[src/rtl/perf_counter_bank_pkg.sv]
// Shared types and defaults for the performance counter bank and its channels.
package PerfCounterTypes;

    localparam int DEF_NUM_CHANNELS  = 8;
    localparam int DEF_COUNTER_WIDTH = 32;
    localparam int DEF_LANES         = 2;
    localparam int DEF_SATURATE      = 1;
    // Widest counter the read-path struct can carry.
    localparam int PCT_MAX_WIDTH     = 64;
    localparam int PCT_IDX_W         = $clog2(DEF_NUM_CHANNELS) + 1;

    typedef enum logic {
        PCM_WRAP     = 1'b0,
        PCM_SATURATE = 1'b1
    } PerfCounterMode;

    typedef logic [PCT_IDX_W-1:0] PerfChannelIndex;

    typedef struct packed {
        logic                     valid;
        logic                     err;
        logic [PCT_MAX_WIDTH-1:0] data;
    } PerfCounterReadPath;

endpackage

[src/rtl/perf_counter_channel.sv]
// One event counter: per-cycle lane popcount, (W+1)-bit add, clamp or wrap, sticky overflow.
module perf_counter_channel
    import PerfCounterTypes::*;
#(
    parameter int             COUNTER_WIDTH = DEF_COUNTER_WIDTH,
    parameter int             LANES         = DEF_LANES,
    parameter PerfCounterMode MODE          = PCM_SATURATE
) (
    input  logic                     clk,
    input  logic                     rst,
    input  logic                     enable,
    input  logic                     clear,
    input  logic [LANES-1:0]         events,
    output logic [COUNTER_WIDTH-1:0] count,
    output logic                     overflow
);

    localparam int INC_W = $clog2(LANES + 1);

    logic [INC_W-1:0]         inc;
    logic [COUNTER_WIDTH:0]   sum;
    logic                     carry;

    always_comb begin
        inc = '0;
        if (enable) begin
            for (int l = 0; l < LANES; l++) begin
                inc = inc + INC_W'(events[l]);
            end
        end
    end

    // The extra top bit is the carry-out: it flags both saturation and wrap.
    assign sum   = {1'b0, count} + {{(COUNTER_WIDTH + 1 - INC_W){1'b0}}, inc};
    assign carry = sum[COUNTER_WIDTH];

    always_ff @(posedge clk or posedge rst) begin
        if (rst) begin
            count    <= '0;
            overflow <= 1'b0;
        end else if (clear) begin
            count    <= '0;
            overflow <= 1'b0;
        end else if (carry) begin
            overflow <= 1'b1;
            count    <= (MODE == PCM_SATURATE) ? '1 : sum[COUNTER_WIDTH-1:0];
        end else begin
            count    <= sum[COUNTER_WIDTH-1:0];
        end
    end

endmodule

[src/rtl/perf_counter_bank.sv]
// Bank of event counters with a shadow snapshot and a registered 1-cycle read port.
module perf_counter_bank
    import PerfCounterTypes::*;
#(
    parameter int NUM_CHANNELS  = DEF_NUM_CHANNELS,
    parameter int COUNTER_WIDTH = DEF_COUNTER_WIDTH,
    parameter int LANES         = DEF_LANES,
    parameter int SATURATE      = DEF_SATURATE
) (
    input  logic                              clk,
    input  logic                              rst,
    input  logic                              enable,
    input  logic [NUM_CHANNELS*LANES-1:0]     eventIn,
    input  logic                              clear,
    input  logic                              snapReq,
    input  logic                              rdReq,
    input  logic [$clog2(NUM_CHANNELS):0]     rdIndex,
    output logic                              rdValid,
    output logic [COUNTER_WIDTH-1:0]          rdData,
    output logic                              rdErr,
    output logic [NUM_CHANNELS-1:0]           overflow
);

    localparam int             IDX_W = $clog2(NUM_CHANNELS) + 1;
    localparam int             SEL_W = (NUM_CHANNELS > 1) ? $clog2(NUM_CHANNELS) : 1;
    localparam PerfCounterMode MODE  = (SATURATE != 0) ? PCM_SATURATE : PCM_WRAP;
    localparam logic [IDX_W-1:0] NUM_CH_IDX = IDX_W'(NUM_CHANNELS);

    logic [COUNTER_WIDTH-1:0] count  [NUM_CHANNELS];
    logic [COUNTER_WIDTH-1:0] shadow [NUM_CHANNELS];
    PerfCounterReadPath       read_q;
    logic [SEL_W-1:0]         sel;
    logic                     in_range;

    for (genvar c = 0; c < NUM_CHANNELS; c++) begin : g_ch
        perf_counter_channel #(
            .COUNTER_WIDTH (COUNTER_WIDTH),
            .LANES         (LANES),
            .MODE          (MODE)
        ) u_ch (
            .clk      (clk),
            .rst      (rst),
            .enable   (enable),
            .clear    (clear),
            .events   (eventIn[c*LANES +: LANES]),
            .count    (count[c]),
            .overflow (overflow[c])
        );
    end

    // Snapshot takes the counters as registered at cycle start, so a same-cycle clear is not seen.
    always_ff @(posedge clk or posedge rst) begin
        if (rst) begin
            for (int c = 0; c < NUM_CHANNELS; c++) shadow[c] <= '0;
        end else if (snapReq) begin
            for (int c = 0; c < NUM_CHANNELS; c++) shadow[c] <= count[c];
        end
    end

    // Read port: no ready/backpressure. rdReq is sampled every cycle and answered with a one-cycle
    // rdValid pulse next cycle; rdData/rdErr hold their last response while rdValid is low.
    assign sel      = rdIndex[SEL_W-1:0];
    assign in_range = (rdIndex < NUM_CH_IDX);

    always_ff @(posedge clk or posedge rst) begin
        if (rst) begin
            read_q <= '0;
        end else if (rdReq) begin
            read_q.valid <= 1'b1;
            read_q.err   <= ~in_range;
            read_q.data  <= in_range ? PCT_MAX_WIDTH'(shadow[sel]) : '0;
        end else begin
            read_q.valid <= 1'b0;
        end
    end

    if (COUNTER_WIDTH < PCT_MAX_WIDTH) begin : g_pad
        logic unused_pad;
        assign unused_pad = ^read_q.data[PCT_MAX_WIDTH-1:COUNTER_WIDTH];
    end

    assign rdValid = read_q.valid;
    assign rdErr   = read_q.err;
    assign rdData  = read_q.data[COUNTER_WIDTH-1:0];

endmodule

[config.mk]
export PLATFORM = sky130hd
export DESIGN_NAME = perf_counter_bank
export DESIGN_NICKNAME = d
export VERILOG_FILES = /design/src/rtl/perf_counter_bank_pkg.sv /design/src/rtl/perf_counter_channel.sv /design/src/rtl/perf_counter_bank.sv
export SDC_FILE = /design/constraint.sdc
export NUM_CORES = 1
export LEC_CHECK = 0
export CORE_MARGIN = 3
export CORE_UTILIZATION = 56
export DETAILED_ROUTE_END_ITERATION = 10
export GPL_ROUTABILITY_DRIVEN = 0
export HOLD_SLACK_MARGIN = 0.15
export PLACE_DENSITY_LB_ADDON = 0.15
export SKIP_CTS_REPAIR_TIMING = 1
export SYNTH_ARGS = -nofsm -noshare
export SYNTH_HDL_FRONTEND = slang
export SYNTH_SLANG_ARGS = --single-unit
[constraint.sdc]
create_clock -name clk -period 16.55 [get_ports clk]
set_input_delay 2.4825 -clock clk [delete_from_list [all_inputs] [get_ports clk]]
set_output_delay 2.4825 -clock clk [all_outputs]
set_load 0.02 [all_outputs]
Word level (Yosys, flattened, before mapping). Index checks and enable logic that the tools add are counted. W data, S select, Z words.

Flip-flop bits (word level): 554. Bits of input ports: 26. Output and inout port bits: 42. Word-level logic and storage cells: 100.

$add $sub $neg: 16. Magnitude comparators: 2. Multiplexer cells: 45. Bitwise operators: 2. Reductions and logical operators: 8.

Operators with widths (number): $mux W32 (19); $add A32 B2 Y33 (8); $bmux W32 S3 (1); $mux W1 (17); $add A1 B1 Y2 (8); $mux W2 (8); $reduce_bool A2 Y1 (8); $ge A4 B4 Y1 const B (1); $lt A4 B4 Y1 const B (1); $not A3 Y4 (1); $not A1 Y1 (1).

Depth between registers and ports, before layout. Gate-level depths: netlist of run 1.

Word-level depth: 5. Mapped depth: 13. Mapped depth without buffers: 10.

Cells and area by module. Synthesis of run 1 repeated with hierarchy kept, for this count alone.

Cells, all modules: 2522. Area, all modules: 28478.6 um^2.

By module, submodules not included: perf_counter_channel (g_ch[0].u_ch ...) (instances 7, cells each 210, area an instance 1951.9 um^2, seq. area each 825.8 um^2); perf_counter_bank (instances 1, cells each 841, area an instance 12879.9 um^2, seq. area each 7257.0 um^2); perf_counter_channel (g_ch[1].u_ch) (instances 1, cells each 211, area an instance 1935.6 um^2, seq. area each 825.8 um^2).

Worst setup path before layout of run 1. No wires, ideal clock.

Kind: input to register. From: in eventIn[10]. To: reg g_ch[5].u_ch.count[12]. Arrival: 4.862 ns. Required time: 16.472 ns. Setup slack: 11.610 ns. Cell stages on the path: 11. Path buffers: 2. Cell sequence: ha_1 > and2_1 > ha_1 > inv_1 > fa_1 > and4b_1 > nand4_2 > or4_1 > buf_6 > buf_8 > a21oi_2.

Word-level cells in the longest chain between the ends: 5.

RTL lines: start, declared (line perf_counter_bank.sv:13) `input logic [NUM_CHANNELS*LANES-1:0] eventIn,`; $add A1 B1 Y2 (line perf_counter_channel.sv:28) `inc = inc + INC_W'(events[l]);`; $mux W2 (line perf_counter_channel.sv:26) `if (enable) begin`; $add A32 B2 Y33 (line perf_counter_channel.sv:34) `assign sum = {1'b0, count} + {{(COUNTER_WIDTH + 1 - INC_W){1'b0}}, inc};`; $mux W32 (line perf_counter_channel.sv:44) `end else if (carry) begin`; $mux W32 (line perf_counter_channel.sv:41) `end else if (clear) begin`; end signal, assigned (line perf_counter_channel.sv:46) `count <= (MODE == PCM_SATURATE) ? '1 : sum[COUNTER_WIDTH-1:0];`; end signal, assigned (line perf_counter_channel.sv:48) `count <= sum[COUNTER_WIDTH-1:0];`; end, declared (line perf_counter_channel.sv:14) `output logic [COUNTER_WIDTH-1:0] count,`.

No other way between the ends. A chain may end at the register's enable or synchronous reset.

Final worst setup path of run 1.
From: in enable. To: reg g_ch[0].u_ch.count[1].

Word-level cells in the longest chain between the ends: 4.

RTL lines: start, declared (line perf_counter_bank.sv:12) `input logic enable,`; $mux W2 (line perf_counter_channel.sv:26); $add A32 B2 Y33 (line perf_counter_channel.sv:34); $mux W32 (line perf_counter_channel.sv:44); $mux W32 (line perf_counter_channel.sv:41); end signal, assigned (line perf_counter_channel.sv:46); end signal, assigned (line perf_counter_channel.sv:48); end, declared (line perf_counter_channel.sv:14).

No other way between the ends.

==> reports/metrics.csv, run 1 <==
metric,value,unit
status,"complete, no violations",
Mapped Cells,2180,
worst-case clock buffer depth,3,
DR iter-0 viols,1394,
cell area after synthesis,26480,sq um
Total Power,2.829,mW
Final Cell Area,29450,sq um
PnR worst setup slack,10.78,ns
port bufs,67,
routed length on met3,3057,microns
# diodes,0,
worst skew pair latency,0.62,ns
P_leak,13.23,nW
antenna-violating nets left,0,
Die Wd,223.5,microns
Worst-path clk slew,0.06,ns
register area share after synthesis,0.5235,
Worst Setup Start Kind,input pin,
total congestion overflow,0,
DP Area,27490,sq um
# DRC,0,
clock sinks,554,
Vias/cell,6.094,
Routed WL,60950,microns
Setup Crit Path Kind,in -> reg,
#FFs+latches synth,554,
Crit path required time,17.07,ns
NumNets Final,2259,
critical-path maximum fanout,28,
row count,79,
die height,223.5,microns
total of max-cap violations,0,
Final setup viols,0,
I/O pin cnt,68,
core area,46650,sq um
Max transition margin,0.2607,
Placed Cells,2748,
Die Footprint,49940,sq um
root buf cell,clkbuf_16,
"Period Utilization, post-route",0.3489,
layout cell share with drive strength beyond 1,0.2160,
initial antenna violation count,0,
vias post-DR,17380,
fin crit period,5.774,ns
Peak VDD IR,0.00008977,V
Detail Placement HPWL,41050,microns
Initial Utilization,0.5676,
Syn-to-layout area delta,11.20,%
Synth warnings,0,
Final TNS setup,0,ns
GRT Util Overall,0.2479,
CTS H-Tree Depth,2,
drt first pass iters,7,
Final Hold Fails,0,
cts bufs inserted,58,
Post-Layout Cell Count,2852,
largest net degree at the start of global routing,174,
Worst-Margin Slew,1.099,ns
"Arr. time, crit path",6.30,ns
post-synth cell types,58,
Top Layer Used,met4,
Avg Inst Size Synth,12.15,sq um
Power per Cell Area,96.06,nW/um^2
first-pass GRT wire length,98040,microns
Layout Skew,0.01995,ns
Avg WL per Cell,21.37,microns
vias in the first global route,17320,
fmax,173.2,MHz
RSZ-0062 raised after global routing,false,
Slew Limit Fails,0,
HP Class,reg -> reg,
CTS tree,done,
metal2 WL,28620,microns
Placement Setup Slack,10.19,ns
Syn Nets,2238,
CP endpoint kind,register,
M1 wire length,27920,microns
report_power, final:
part | switching [mW] | leakage [nW] | internal (mW) | total [mW]
clock network | 0.538 | 0.973 | 0.788 | 1.33
registers | 0.00941 | 7.72 | 1.37 | 1.38
logic | 0.0830 | 4.54 | 0.0438 | 0.127
final timing paths:
| kind | start | endpoint | slack (ns) | depth (start not counted) |
|---|---|---|---|---|
| setup / recovery | enable | g_ch[0].u_ch.count[1]$_DFF_PP0_ | 10.78 | 10 |
| max in group asynchronous | rst | g_ch[3].u_ch.count[0]$_DFF_PP0_ | 11.67 | 5 |
| hold / removal | shadow[63]$_DFFE_PP0P_ | shadow[63]$_DFFE_PP0P_ | 0.50 | 1 |
| min in group asynchronous | rst | g_ch[1].u_ch.count[24]$_DFF_PP0_ | 2.45 | 3 |
| hold reg to reg | shadow[63]$_DFFE_PP0P_ | shadow[63]$_DFFE_PP0P_ | 0.50 | 1 |
| setup reg to reg | g_ch[3].u_ch.count[0]$_DFF_PP0_ | g_ch[3].u_ch.count[8]$_DFF_PP0_ | 13.25 | 8 |
Yosys cell counts, drive strengths merged:
master / number / area [sq um]
dfrtp: 554 / 13860
mux2: 257 / 2894
a21oi: 229 / 1225
xor2: 112 / 980.9
clkbuf: 83 / 312.8
inv: 82 / 307.8
nand2: 82 / 317.8
nand3: 78 / 395.4
xnor2: 74 / 648.1
nand4: 70 / 495.5
mux4: 64 / 1441
nor2: 64 / 240.2
and3: 57 / 356.6
nor3: 55 / 306.6
buf: 42 / 286.5
and4: 36 / 315.3
mux2i: 33 / 330.3
o22ai: 32 / 200.2
and2: 24 / 150.1
ha: 24 / 300.3
a31oi: 22 / 137.6
nor4: 13 / 141.4
a211oi: 11 / 82.58
a311oi: 9 / 78.83
o21ai: 9 / 45.04
fa: 8 / 160.2
nor2b: 8 / 50.05
and4b: 7 / 70.07
a21o: 5 / 37.54
nand4b: 5 / 43.79
and3b: 4 / 35.03
nand2b: 4 / 25.02
nor4b: 4 / 50.05
o21bai: 4 / 30.03
a41o: 3 / 30.03
or2: 3 / 18.77
or4: 3 / 26.27
or3: 2 / 12.51
or4b: 2 / 23.77
a41oi: 1 / 8.760
nor3b: 1 / 7.510
cells by family (layout without fill, tap and decap cells):
group	count (synthesis)	count (layout)	synth area share
adder cells (fa/ha/maj)	32	32	0.01739
multiplexers	354	354	0.1762
AO/OA/AOI/OAI	325	325	0.07082
XOR/XNOR	186	186	0.06151
buffers and inverters	207	272	0.03425
flip-flops	554	554	0.5235
AND/OR/NAND/NOR	522	522	0.1164
cell type report:
type	count	area (sq um)
Clock buffer	90	1793
Clock inverter	14	170.2
Fill cell	3635	17210
Inverter	82	311.5
Multi-Input combinational cell	1419	11720
Sequential cell	554	13860
Tap cell	607	759.5
Timing Repair Buffer	86	834.6
per-layer routing:
layer	GRT usage	vias to the layer above
met5	0	-
met4	0.06521	0
met3	0.03684	76
met2	0.3901	418
met1	0.3656	8926
li1	-	7960
critical path, stage by stage:
cell             delay [ns]
clkdlybuf4s50_1        0.88
and2_1                 0.23
ha_1                   0.16
inv_1                  0.05
fa_1                   0.41
and4b_1                0.37
nand3_1                0.26
nor2b_1                0.63
nand4_4                0.48
a21oi_1                0.31
registers in the layout, summed over array words and instances, names as in the netlist:
register / count
g_ch.u_ch.count: 256
rdValid: 1
g_ch.u_ch.overflow: 8
rdData: 32
rdErr: 1
shadow: 256
metrics by stage:
| step | hold WS, ns | util |
|---|---|---|
| 2_1_floorplan | 0.4573 | - |
| 3_3_place_gp | 0.4844 | 0.5891 |
| 3_5_place_dp | 0.4910 | 0.5891 |
| 4_1_cts | 0.4997 | 0.6312 |
| 5_1_grt | 0.5140 | 0.6312 |
| 6_report | 0.4997 | 0.6312 |
placed cells by master, fill, tap and decap left out, types with 8 or more instances in the layout:
cell type / n
a31oi_1: 22
dfrtp_1: 554
clkbuf_16: 59
a21oi_1: 208
ha_1: 24
nand2_1: 80
nand3_1: 77
clkdlybuf4s50_1: 62
nand4_1: 65
and2_1: 24
and3_1: 57
nor4_1: 9
o22ai_1: 32
mux4_2: 64
and4_1: 36
buf_4: 18
nor2b_1: 8
nor3_1: 49
inv_1: 81
mux2_2: 257
xnor2_1: 74
fa_1: 8
xor2_1: 112
nor2_1: 64
a211oi_1: 11
clkbuf_8: 21
a311oi_1: 9
o21ai_0: 9
a21oi_2: 21
mux2i_1: 33
clkbuf_1: 11
Note: power is estimated with default switching activity, not from simulation.
==> inputs of run 2 (changes only) <==
--- a/config.mk
+++ b/config.mk
@@ -6,7 +6,7 @@
 export NUM_CORES = 1
 export LEC_CHECK = 0
 export CORE_MARGIN = 3
-export CORE_UTILIZATION = 56
+export CORE_UTILIZATION = 62
 export DETAILED_ROUTE_END_ITERATION = 10
 export GPL_ROUTABILITY_DRIVEN = 0
 export HOLD_SLACK_MARGIN = 0.15
==> constraint.sdc (replaced) <==
create_clock -name clk -period 5.8 [get_ports clk]
set_input_delay 0.87 -clock clk [delete_from_list [all_inputs] [get_ports clk]]
set_output_delay 0.87 -clock clk [all_outputs]
set_load 0.02 [all_outputs]
==> run 2 against run 1 <==
Clock power grew to 2.7 times the previous value. Final cell count decreased by 2.3%. Global-route usage is 2.9 points higher. Core utilization up 6.6 points. Sequential share of layout area up 0.20 points. Flip-flop and latch count unchanged. Hold slack better by 0.0015 ns. Critical path type unchanged. Critical endpoint is now g_ch[0].u_ch.count[12]$_DFF_PP0_. Largest cell class unchanged.
==> reports/metrics.csv, run 2 (synthesized netlist as in run 1, its figures left out) <==
metric,value,unit,change
clock sinks,554,,unchanged
Placed Cells,2684,,was 2748
CTS tree,done,,unchanged
Worst-Margin Slew,1.142,ns,was 1.099 ns
Syn-to-layout area delta,10.73,%,was 11.20%
RSZ-0062 raised after global routing,false,,unchanged
Worst-path clk slew,0.06,ns,about the same
total congestion overflow,0,,unchanged
DP Area,27460,sq um,was 27490 sq um
"Arr. time, crit path",4.61,ns,was 6.30 ns
Final TNS setup,0,ns,unchanged
HP Class,reg -> reg,,unchanged
cts bufs inserted,57,,was 58
worst skew pair latency,0.60,ns,was 0.62 ns
antenna-violating nets left,0,,unchanged
Final Cell Area,29320,sq um,was 29450 sq um
Layout Skew,0.02109,ns,was 0.01995 ns
# diodes,0,,unchanged
I/O pin cnt,68,,unchanged
Worst Setup Start Kind,input pin,,unchanged
layout cell share with drive strength beyond 1,0.2162,,was 0.2160
DR iter-0 viols,1421,,was 1394
Initial Utilization,0.6299,,was 0.5676
Die Wd,212.7,microns,was 223.5 microns
Max transition margin,0.2326,,was 0.2607
Final setup viols,0,,unchanged
vias in the first global route,17630,,was 17320
P_leak,13.21,nW,was 13.23 nW
fin crit period,4.096,ns,
Die Footprint,45230,sq um,was 49940 sq um
Avg WL per Cell,21.93,microns,was 21.37 microns
largest net degree at the start of global routing,143,,was 174
drt first pass iters,5,,was 7
Power per Cell Area,269.9,nW/um^2,was 96.06 nW/um^2
Setup Crit Path Kind,in -> reg,,unchanged
Post-Layout Cell Count,2787,,was 2852
"Period Utilization, post-route",0.7062,,
# DRC,0,,unchanged
Peak VDD IR,0.0002338,V,was 0.00008977 V
hold slack,0.5012,ns,was 0.4997 ns
Total Power,7.915,mW,was 2.829 mW
Reg2Reg Depth,8,,unchanged
Routed WL,61130,microns,was 60950 microns
first-pass GRT wire length,98390,microns,was 98040 microns
core area,42040,sq um,was 46650 sq um
initial antenna violation count,0,,unchanged
critical-path maximum fanout,28,,unchanged
Crit path required time,6.31,ns,was 17.07 ns
vias post-DR,17680,,was 17380
status,"complete, no violations",,unchanged
Detail Placement HPWL,41520,microns,was 41050 microns
worst-case clock buffer depth,3,,unchanged
fmax,244.1,MHz,
die height,212.7,microns,was 223.5 microns
GRT Util Overall,0.2766,,was 0.2479
Vias/cell,6.345,,was 6.094
Worst Hold Path Cells,1,,unchanged
row count,75,,was 79
root buf cell,clkbuf_16,,unchanged
"most common cell after layout, fill and taps aside",dfrtp_1,,unchanged
Slew Limit Fails,0,,unchanged
CP endpoint kind,register,,unchanged
Final Hold Fails,0,,unchanged
most frequent cells in the layout,"dfrtp_1 (554), mux2_2 (257), a21oi_1 (208)",,unchanged
NumNets Final,2262,,was 2259
total of max-cap violations,0,,unchanged
port bufs,67,,unchanged
CTS H-Tree Depth,2,,unchanged
==> run 2: cell types whose count changed in the layout (fill, tap and decap cells not counted) <==
cell,before,now
buf_12,2,4
buf_4,18,20
bufinv_16,3,2
clkbuf_1,11,14
clkbuf_8,21,15
clkinv_2,7,11
inv_16,1,0
nor4_1,9,8
nor4_2,0,1
==> run 2: critical path: stages <==
cell and delay [ns]:
clkdlybuf4s50_1 0.79, and2_1 0.21, ha_1 0.16, inv_1 0.06
fa_1 0.41, and4b_1 0.37, nand3_1 0.26, nor2b_1 0.63
nand4_4 0.51, a21oi_1 0.32
==> run 2: stage by stage <==
stage                     setup WS, ns  utilization
after floorplan                 -2.610            -
after global placement           1.257       0.6532
after detailed placement         1.179       0.6532
after CTS                        1.813       0.6975
after global routing             1.477       0.6975
final                            1.704       0.6975
==> run 2: worst paths after layout <==
check / from / endpoint / slack, ns
worst max-delay path: enable / g_ch[0].u_ch.count[12]$_DFF_PP0_ / 1.70
worst min-delay path: shadow[183]$_DFFE_PP0P_ / shadow[183]$_DFFE_PP0P_ / 0.50
worst max register to register: g_ch[0].u_ch.count[0]$_DFF_PP0_ / g_ch[0].u_ch.count[12]$_DFF_PP0_ / 2.60
worst min register to register: shadow[183]$_DFFE_PP0P_ / shadow[183]$_DFFE_PP0P_ / 0.50
max in group asynchronous: rst / shadow[7]$_DFFE_PP0P_ / 3.71
min in group asynchronous: rst / g_ch[1].u_ch.count[30]$_DFF_PP0_ / 0.81
==> run 2: area by class of cell <==
cell class | instances | area (sq um)
fill | 2966 | 12720
clock inverter | 16 | 140.1
multi-input combinational | 1419 | 11720
inverter | 82 | 311.5
timing repair buffer | 90 | 889.6
clock buffer | 87 | 1722
sequential | 554 | 13860
tap | 539 | 674.4
==> run 2: routing by layer <==
metal | wire length, microns | track usage | vias to the layer above
li1 | - | - | 7952
met2 | 28660 | 0.4282 | 607
met1 | 26800 | 0.4113 | 9003
met5 | 0 | 0 | -
met4 | 2050 | 0.09337 | 0
met3 | 3615 | 0.03703 | 122
==> run 2: report_power, final <==
part / internal, mW / switching, mW / leakage (nW)
Combinational: 0.128 / 0.235 / 4.57
Sequential: 3.90 / 0.0255 / 7.72
Clock: 2.12 / 1.50 / 0.925
Total: 6.15 / 1.76 / 13.2
==> inputs of run 3 (changes only) <==
==> constraint.sdc (replaced) <==
create_clock -name clk -period 3.8 [get_ports clk]
set_input_delay 0.57 -clock clk [delete_from_list [all_inputs] [get_ports clk]]
set_output_delay 0.57 -clock clk [all_outputs]
set_load 0.02 [all_outputs]
==> run 3 against run 2 <==
Critical path depth increased by 1. Die area unchanged. Total power increased by 55%. Non-clock buffer count increased by 36. Clock skew decreased by 0.0037 ns. Register-to-register slack got worse by 1.6 ns. Highest routed layer unchanged.
==> reports/metrics.csv, run 3 (synthesized netlist as in run 1, its figures left out) <==
metric,value,unit,change
status,"complete, no violations",,unchanged
GRT Util Overall,0.2827,,was 0.2766
Reg2Reg Depth,8,,unchanged
Final TNS setup,0,ns,unchanged
crit-path leading delay family,simple AND/OR/NAND/NOR gates,,unchanged
Worst-Margin Slew,1.138,ns,was 1.142 ns
fmax,313.4,MHz,
CP endpoint kind,register,,unchanged
R2R Path Start,g_ch[3].u_ch.count[0]$_DFF_PP0_,,was g_ch[0].u_ch.count[0]$_DFF_PP0_
Critical Path Max Stage Delay,0.46,ns,was 0.79 ns
Worst-path clk slew,0.06,ns,about the same
Initial Utilization,0.6299,,unchanged
first-pass GRT wire length,99660,microns,was 98390 microns
"most common cell after layout, fill and taps aside",dfrtp_1,,unchanged
worst skew pair latency,0.60,ns,about the same
Worst Setup SP,eventIn[6],,was enable
Die Wd,212.7,microns,unchanged
RSZ-0062 raised after global routing,false,,unchanged
Slew Limit Fails,0,,unchanged
clock sinks,554,,unchanged
critical-path maximum fanout,26,,was 28
port bufs,67,,unchanged
largest net degree at the start of global routing,123,,was 143
core area,42040,sq um,unchanged
Final setup viols,0,,unchanged
Critical path buffers and inverters,2,,unchanged
# diodes,0,,unchanged
row count,75,,unchanged
Routed WL,61910,microns,was 61130 microns
CTS tree,done,,unchanged
most frequent cells in the layout,"dfrtp_1 (554), mux2_2 (257), a21oi_1 (208)",,unchanged
Power per Cell Area,411.2,nW/um^2,was 269.9 nW/um^2
DR iter-0 viols,1691,,was 1421
Syn-to-layout area delta,12.36,%,was 10.73%
"Arr. time, crit path",3.68,ns,was 4.61 ns
cell chain of the critical path,clkdlybuf4s50_1 -> ha_1 -> and2_1 -> ha_1 -> inv_1 -> fa_1 -> nand4b_1 -> nor4_4 -> and2_1 -> nand2_4 -> a21oi_1,,was clkdlybuf4s50_1 -> and2_1 -> ha_1 -> inv_1 -> fa_1 -> and4b_1 -> nand3_1 -> nor2b_1 -> nand4_4 -> a21oi_1
initial antenna violation count,0,,unchanged
HP Class,in -> async,,was reg -> reg
Vias/cell,6.363,,was 6.345
root buf cell,clkbuf_16,,unchanged
drt first pass iters,5,,unchanged
worst-case clock buffer depth,3,,unchanged
R2R Setup Slk,1.03,ns,was 2.60 ns
critical path depth,11,,was 10
layout cell share with drive strength beyond 1,0.2262,,was 0.2162
Final Hold Fails,0,,unchanged
"Period Utilization, post-route",0.8397,,
cts bufs inserted,57,,unchanged
# DRC,0,,unchanged
Die Footprint,45230,sq um,unchanged
antenna-violating nets left,0,,unchanged
Critical R2R Capture,g_ch[3].u_ch.count[7]$_DFF_PP0_,,was g_ch[0].u_ch.count[12]$_DFF_PP0_
Layout Skew,0.01738,ns,was 0.02109 ns
CP max-delay cell,and2_1,,was clkdlybuf4s50_1
Critical Path End,g_ch[3].u_ch.count[7]$_DFF_PP0_,,was g_ch[0].u_ch.count[12]$_DFF_PP0_
Crit path required time,4.29,ns,was 6.31 ns
vias in the first global route,17830,,was 17630
fin crit period,3.191,ns,
Detail Placement HPWL,42620,microns,was 41520 microns
Total Power,12.24,mW,was 7.915 mW
total of max-cap violations,0,,unchanged
Peak VDD IR,0.0004385,V,was 0.0002338 V
Worst Setup Start Kind,input pin,,unchanged
die height,212.7,microns,unchanged
Max transition margin,0.2386,,was 0.2326
P_leak,13.45,nW,was 13.21 nW
I/O pin cnt,68,,unchanged
vias post-DR,17940,,was 17680
CTS H-Tree Depth,2,,unchanged
Avg WL per Cell,21.95,microns,was 21.93 microns
total congestion overflow,0,,unchanged
NumNets Final,2298,,was 2262
Setup Crit Path Kind,in -> reg,,unchanged
run 3: cell type report:
cell class | instances | area, sq um
clock buffers | 82 | 1620
clock inverters | 18 | 265.3
fillers | 2933 | 12280
inverters | 82 | 311.5
multi-input cells | 1419 | 11710
flip-flops and latches | 554 | 13860
well taps | 539 | 674.4
repair buffers | 126 | 1310
run 3: how the worst min path moves through the flow:
| stage | start | end | slack (ns) | cells past startpoint |
|---|---|---|---|---|
| 4_1_cts | rst | g_ch[0].u_ch.count[14]$_DFF_PP0_ | 0.36 | 2 |
| 3_5_place_dp | shadow[55]$_DFFE_PP0P_ | shadow[55]$_DFFE_PP0P_ | 0.49 | 1 |
| 3_3_place_gp | shadow[41]$_DFFE_PP0P_ | shadow[41]$_DFFE_PP0P_ | 0.48 | 1 |
| 5_1_grt | rst | shadow[177]$_DFFE_PP0P_ | 0.39 | 2 |
| 2_1_floorplan | g_ch[6].u_ch.count[26]$_DFF_PP0_ | g_ch[6].u_ch.count[26]$_DFF_PP0_ | 0.46 | 1 |
| 6_report | rst | g_ch[0].u_ch.count[14]$_DFF_PP0_ | 0.38 | 2 |
run 3: where the power goes:
group | total (mW) | switching (mW) | leakage (nW) | internal [mW]
Clock | 5.67 | 2.26 | 0.934 | 3.41
Combinational | 0.581 | 0.365 | 4.80 | 0.215
Sequential | 5.99 | 0.0381 | 7.72 | 5.95
run 3: worst register-to-register path: stages (launching register included):
cell and delay [ns]:
dfrtp_1 0.35, ha_1 0.19, inv_1 0.06, fa_1 0.45, nand4b_1 0.30, nor4_4 0.33
and2_1 0.46, nand2_4 0.31, a21oi_1 0.23
run 3: routing by layer:
layer  global-route usage  vias to the layer above  wire (microns)  part of all wire
met5                    0                        -               0                 0
met4              0.09360                        0            2069             0.033
met3              0.04746                      121            3884             0.063
met2               0.4381                      571           28870              0.47
met1               0.4142                     9215           27090              0.44
li1                     -                     8037               -                 -
run 3: stage by stage:
| stage | std cells | setup slack, ns | utilization | cell area, sq um | hold WS (ns) |
|---|---|---|---|---|---|
| detailed placement | 2720 | 0.07872 | 0.6630 | 27870 | 0.4926 |
| CTS | 2820 | 0.6894 | 0.7078 | 29760 | 0.3615 |
| global placement | 2720 | 0.2431 | 0.6630 | 27870 | 0.4834 |
| finish | 2820 | 0.6093 | 0.7078 | 29760 | 0.3801 |
| global route | 2820 | 0.4336 | 0.7078 | 29760 | 0.3866 |
| floorplan | 2180 | -4.310 | - | 26490 | 0.4573 |
